==> src/rtl/ps2_host_tx.sv <==
// PS/2 host-to-device transmitter: inhibit, start bit, 8 data + odd parity + stop, ACK check.
// Optional PS2_TX_RETRY_EN: retry a failed frame up to twice before reporting an error.
`timescale 1ns/1ps
module ps2_host_tx #(
  parameter int INHIBIT_CYCLES = 5000,
  parameter int TIMEOUT_CYCLES = 750000
) (
  input  logic       master_clk,
  input  logic       rst,
  input  logic [7:0] tx_data,
  input  logic       tx_start,
  output logic       tx_busy,
  output logic       tx_done,
  output logic       tx_error,
  input  logic       ps2_clk_in,
  input  logic       ps2_data_in,
  output logic       ps2_clk_oe,
  output logic       ps2_data_oe
);

  localparam int CW = $clog2(INHIBIT_CYCLES);
  localparam logic [CW-1:0] DATA_AT = CW'(INHIBIT_CYCLES / 2 - 1);
  localparam logic [CW-1:0] REL_AT = CW'(INHIBIT_CYCLES - 1);
  localparam logic [19:0] TO_AT = 20'(TIMEOUT_CYCLES - 1);

  typedef enum logic [2:0] {
    IDLE,
    INHIBIT,
    SEND,
    ACK,
    WAIT_IDLE
  } state_t;

  state_t state_q, state_n;
  logic [CW-1:0] cnt_q, cnt_n;
  logic [19:0] timer_q, timer_n;
  logic [9:0] shift_q, shift_n;
  logic [3:0] bit_cnt_q, bit_cnt_n;
  logic clk_oe_q, clk_oe_n;
  logic data_oe_q, data_oe_n;
  logic done_q, done_n;
  logic error_q, error_n;
  logic [1:0] clk_sync_q, data_sync_q;
  logic clk_prev_q;
  logic clk_s, data_s, fall, timeout, fail;
`ifdef PS2_TX_RETRY_EN
  logic [9:0] frame_q, frame_n;
  logic [1:0] retry_q, retry_n;
`endif

  assign clk_s = clk_sync_q[1];
  assign data_s = data_sync_q[1];
  assign fall = ({clk_prev_q, clk_s} == 2'b10);
  assign timeout = (timer_q == TO_AT);

  assign tx_busy = (state_q != IDLE);
  assign tx_done = done_q;
  assign tx_error = error_q;
  assign ps2_clk_oe = clk_oe_q;
  assign ps2_data_oe = data_oe_q;

  always_ff @(posedge master_clk or negedge rst) begin
    if (!rst) begin
      state_q <= IDLE;
      cnt_q <= '0;
      timer_q <= '0;
      shift_q <= '0;
      bit_cnt_q <= '0;
      clk_oe_q <= 1'b0;
      data_oe_q <= 1'b0;
      done_q <= 1'b0;
      error_q <= 1'b0;
      clk_sync_q <= 2'b11;
      data_sync_q <= 2'b11;
      clk_prev_q <= 1'b1;
`ifdef PS2_TX_RETRY_EN
      frame_q <= '0;
      retry_q <= '0;
`endif
    end else begin
      state_q <= state_n;
      cnt_q <= cnt_n;
      timer_q <= timer_n;
      shift_q <= shift_n;
      bit_cnt_q <= bit_cnt_n;
      clk_oe_q <= clk_oe_n;
      data_oe_q <= data_oe_n;
      done_q <= done_n;
      error_q <= error_n;
      clk_sync_q <= {clk_sync_q[0], ps2_clk_in};
      data_sync_q <= {data_sync_q[0], ps2_data_in};
      clk_prev_q <= clk_s;
`ifdef PS2_TX_RETRY_EN
      frame_q <= frame_n;
      retry_q <= retry_n;
`endif
    end
  end

  always_comb begin
    state_n = state_q;
    cnt_n = cnt_q;
    timer_n = timer_q;
    shift_n = shift_q;
    bit_cnt_n = bit_cnt_q;
    clk_oe_n = clk_oe_q;
    data_oe_n = data_oe_q;
    done_n = 1'b0;
    error_n = 1'b0;
    fail = 1'b0;
`ifdef PS2_TX_RETRY_EN
    frame_n = frame_q;
    retry_n = retry_q;
`endif
    unique case (state_q)
      IDLE: begin
        clk_oe_n = 1'b0;
        data_oe_n = 1'b0;
        if (tx_start) begin
          shift_n = {1'b1, ~^tx_data, tx_data};
          cnt_n = '0;
          clk_oe_n = 1'b1;
          state_n = INHIBIT;
`ifdef PS2_TX_RETRY_EN
          frame_n = {1'b1, ~^tx_data, tx_data};
          retry_n = '0;
`endif
        end
      end
      INHIBIT: begin
        cnt_n = cnt_q + CW'(1);
        if (cnt_q == DATA_AT) data_oe_n = 1'b1;
        if (cnt_q == REL_AT) begin
          clk_oe_n = 1'b0;
          timer_n = '0;
          bit_cnt_n = '0;
          state_n = SEND;
        end
      end
      SEND: begin
        timer_n = timer_q + 20'd1;
        if (timeout) begin
          fail = 1'b1;
        end else if (fall) begin
          data_oe_n = ~shift_q[0];
          shift_n = {1'b0, shift_q[9:1]};
          bit_cnt_n = bit_cnt_q + 4'd1;
          if (bit_cnt_q == 4'd9) state_n = ACK;
        end
      end
      ACK: begin
        timer_n = timer_q + 20'd1;
        if (timeout) fail = 1'b1;
        else if (fall) begin
          if (!data_s) state_n = WAIT_IDLE;
          else fail = 1'b1;
        end
      end
      WAIT_IDLE: begin
        timer_n = timer_q + 20'd1;
        if (timeout) begin
          fail = 1'b1;
        end else if (clk_s && data_s) begin
          done_n = 1'b1;
          state_n = IDLE;
        end
      end
      default: state_n = IDLE;
    endcase

    // Failure releases both lines; timeout already took priority above
    if (fail) begin
      clk_oe_n = 1'b0;
      data_oe_n = 1'b0;
      state_n = IDLE;
`ifdef PS2_TX_RETRY_EN
      if (retry_q != 2'd2) begin
        retry_n = retry_q + 2'd1;
        shift_n = frame_q;
        cnt_n = '0;
        clk_oe_n = 1'b1;
        state_n = INHIBIT;
      end else begin
        error_n = 1'b1;
      end
`else
      error_n = 1'b1;
`endif
    end
  end

endmodule

==> config.mk <==
export PLATFORM = sky130hd
export DESIGN_NAME = ps2_host_tx
export DESIGN_NICKNAME = d
export VERILOG_FILES = /design/src/rtl/ps2_host_tx.sv
export SDC_FILE = /design/constraint.sdc
export NUM_CORES = 1
export LEC_CHECK = 0
export CORE_UTILIZATION = 38
export CTS_CLUSTER_SIZE = 30
export DETAILED_ROUTE_END_ITERATION = 10
export GPL_ROUTABILITY_DRIVEN = 0
export PLACE_DENSITY_LB_ADDON = 0.2
export SYNTH_ARGS = -nofsm -noshare
export SYNTH_HDL_FRONTEND = slang
export SYNTH_SLANG_ARGS = --single-unit
==> constraint.sdc <==
create_clock -name master_clk -period 2.8 [get_ports master_clk]
set_clock_uncertainty 0.05 [all_clocks]
set_input_delay 0.56 -clock master_clk [delete_from_list [all_inputs] [get_ports master_clk]]
set_output_delay 0.56 -clock master_clk [all_outputs]
set_load 0.02 [all_outputs]
==> qor.yml <==
avgSynthCellArea_sq_um: 9.357
slew_headroom_pct: 58.26
grt_pass1_wl_um: 11360
antenna_found_initial: 0
crit_required_ns: 2.19
synth-xor-area-share_pct: 3.995
crit_family: "buffers and inverters"
via_count: 2462
core-area_sq_um: 7767
hpwl_um: 4478
synthFlopType: "dfrtp_1"
highest_layer: "met4"
ys_ff_latch: 59
syn_area_sq_um: 3069
cts.reportedPaths.clkPinSlew_ns: 0.07
timing.hold.ws_ns: 0.1810
power_uw: 1828
grt_max_degree: 34
met3_length_um: 198
worst_pin_slew_ns: 0.6261
synth.distinct_cells: 45
cp.arrival_ns: 1.77
synth_compound_area_share_pct: 14.27
clock_path_buffers: 2
vias_per_cell: 5.341
layout_common_cells: "dfrtp_1 (54), o21ai_0 (43), nand3_1 (35)"
fp.dieArea_sq_um: 8440
cts-buffers-inserted: 9
fmax_ghz: 0.4210
timing.final.crit_share_pct: 84.84
cellPowerDensity_nw_per_um2: 501.6
drt_wl_total_um: 6547
slew_viol_final: 0
grt-ovfl-total: 0
instances_no_fill: 461
synth_simple_gate_area_share_pct: 24.46
cts.repair.resized: 0
final_common_cell: "dfrtp_1"
worst-path-buf-inv: 3
ctsHtreeMaxLevel: 3
hold_violations: 0
hold_buffers: 0
critical_path_class: "reg -> out"
die_w_um: 91.87
syn2layout_area_growth_pct: 18.75
setup_viol: 0
maxCapViolCount: 0
yosys_warnings: 0
antennaDiodeCount: 0
grt_usage_pct: 17.10
final.fill_count: 752
post_cts_buffers: 0
path_cells: "buf_4 > nor3_1 > inv_1 > clkdlybuf4s50_1"
die_h_um: 91.87
initial_core_util_pct: 39.51
rsz0062_at_grt: "no"
cpPeakStageDelay_ns: 0.54
worstSkewPairLatency_ns: 0.34
synth.yosys.seq_area_share_pct: 48.31
path_max_fanout: 12
clock-sinks: 59
drc_errors: 0
dp_cells: 445
status: "finished, final reports clean"
post-route-min-period_ns: 2.375
synth_edf_count: 0
met2_length_um: 2884
tns_ns: 0
nets: 371
rows: 32
synth_top_family_by_area: "simple AND/OR/NAND/NOR gates"
syn_nets: 345
slowest_stage: "clkdlybuf4s50_1"
cts_tree: "yes"
first_pass_iters: 4
start_kind: "flop"
netlist_instances: 328
met1Wirelength_um: 3362
synthAdderAreaFrac_pct: 1.631
final_layout_size_suffix_gt1_share_pct: 11.70
ys_async_sr_fraction_pct: 100.0
power.leakage_uw: 0.001482
cts-root-buf: "clkbuf_8"
routedWlPerCell_um: 14.20
ir_drop_uv: 237.9
drtIter0Drc: 68
pin_count: 18
hold_class: "in -> async"
portBuffers: 17
grt_pass1_vias: 2327
ant_nets: 0
end_kind: "output port"
synth.area.mux_share_pct: 4.607
power by group:
group | switching (uW) | total (uW) | leakage [uW] | internal, uW
clock | 342 | 887 | 0.000119 | 545
sequential | 5.39 | 870 | 0.000748 | 865
combinational | 36.1 | 70.8 | 0.000615 | 34.7
total | 384 | 1830 | 0.00148 | 1440
cell families after synthesis:
kind of cell / count (synthesis)
AND/OR/NAND/NOR: 142
AO/OA/AOI/OAI: 75
flip-flops: 59
buffers and inverters: 20
XOR/XNOR: 14
multiplexers: 14
adder cells (fa/ha/maj): 4
synth_stat cells (all sizes together) (2+ instances only):
cell	count	share of area, %
dfrtp	54	44
o21ai	43	7.0
nand3	35	5.7
nand2	31	3.8
nor2	20	2.4
a21oi	15	2.4
clkbuf	13	1.6
mux2i	13	4.2
nand4	9	1.8
xnor2	9	2.6
nor3	7	1.1
and3	6	1.2
dfstp	5	4.3
inv	5	0.61
nor2b	5	1.0
xor2	5	1.4
a31oi	4	0.82
and2	4	0.82
and4	4	1.1
ha	4	1.6
nand2b	3	0.61
nor3b	3	0.73
nor4	3	0.61
o211ai	3	1.2
or4	3	0.86
a22o	2	0.57
buf	2	0.53
nand4b	2	0.57
o31ai	2	0.49
or3b	2	0.57
through the flow:
step	utilization [%]	area, sq um	setup slack [ns]
2_1_floorplan	-	3069	0.3535
3_3_place_gp	44.01	3418	0.4854
6_report	46.92	3645	0.4246
4_1_cts	46.92	3645	0.4186
3_5_place_dp	44.01	3418	0.4481
5_1_grt	46.92	3645	0.2935
sequential cells by signal, summed over array words and instances (netlist names):
register,cells
timer_q,20
cnt_q,13
shift_q,10
bit_cnt_q,4
state_q,3
clk_sync_q,2
data_sync_q,2
clk_prev_q,1
ps2_clk_oe,1
ps2_data_oe,1
tx_done,1
tx_error,1
path summary, 6_finish.rpt:
kind / start / end / slack, ns / cells past startpoint
max reg2reg: timer_q[10] / shift_q[8] / 0.46 / 5
max in group asynchronous: rst / clk_sync_q[1] / 1.85 / 2
min: rst / cnt_q[8] / 0.18 / 1
min reg2reg: data_sync_q[0] / data_sync_q[1] / 0.30 / 0
max: state_q[1] / tx_busy / 0.42 / 4
min in group master_clk: data_sync_q[0] / data_sync_q[1] / 0.30 / 0
per-layer routing:
metal / up-vias / GRT usage [%]
met4: 0 / 6.901
met2: 26 / 24.69
met3: 9 / 4.229
li1: 1245 / -
met5: - / 0
met1: 1182 / 24.43
worst register-to-register path: stages, from the launching register on:
cell	delay, ns
dfrtp_1	0.43
or4_1	0.54
or4_4	0.55
o211ai_4	0.17
and2_1	0.17
mux2_1	0.32
layout make-up:
| class | instances | area, sq um | area share [%] |
|---|---|---|---|
| Tap cell | 102 | 127.6 | 3.502 |
| Multi-Input combinational cell | 249 | 1514 | 41.54 |
| Clock inverter | 5 | 75.07 | 2.060 |
| Timing Repair Buffer | 30 | 275.3 | 7.552 |
| Sequential cell | 59 | 1483 | 40.68 |
| Inverter | 5 | 18.77 | 0.5149 |
| Clock buffer | 11 | 151.4 | 4.154 |
Note: power is estimated with default switching activity, not from simulation.
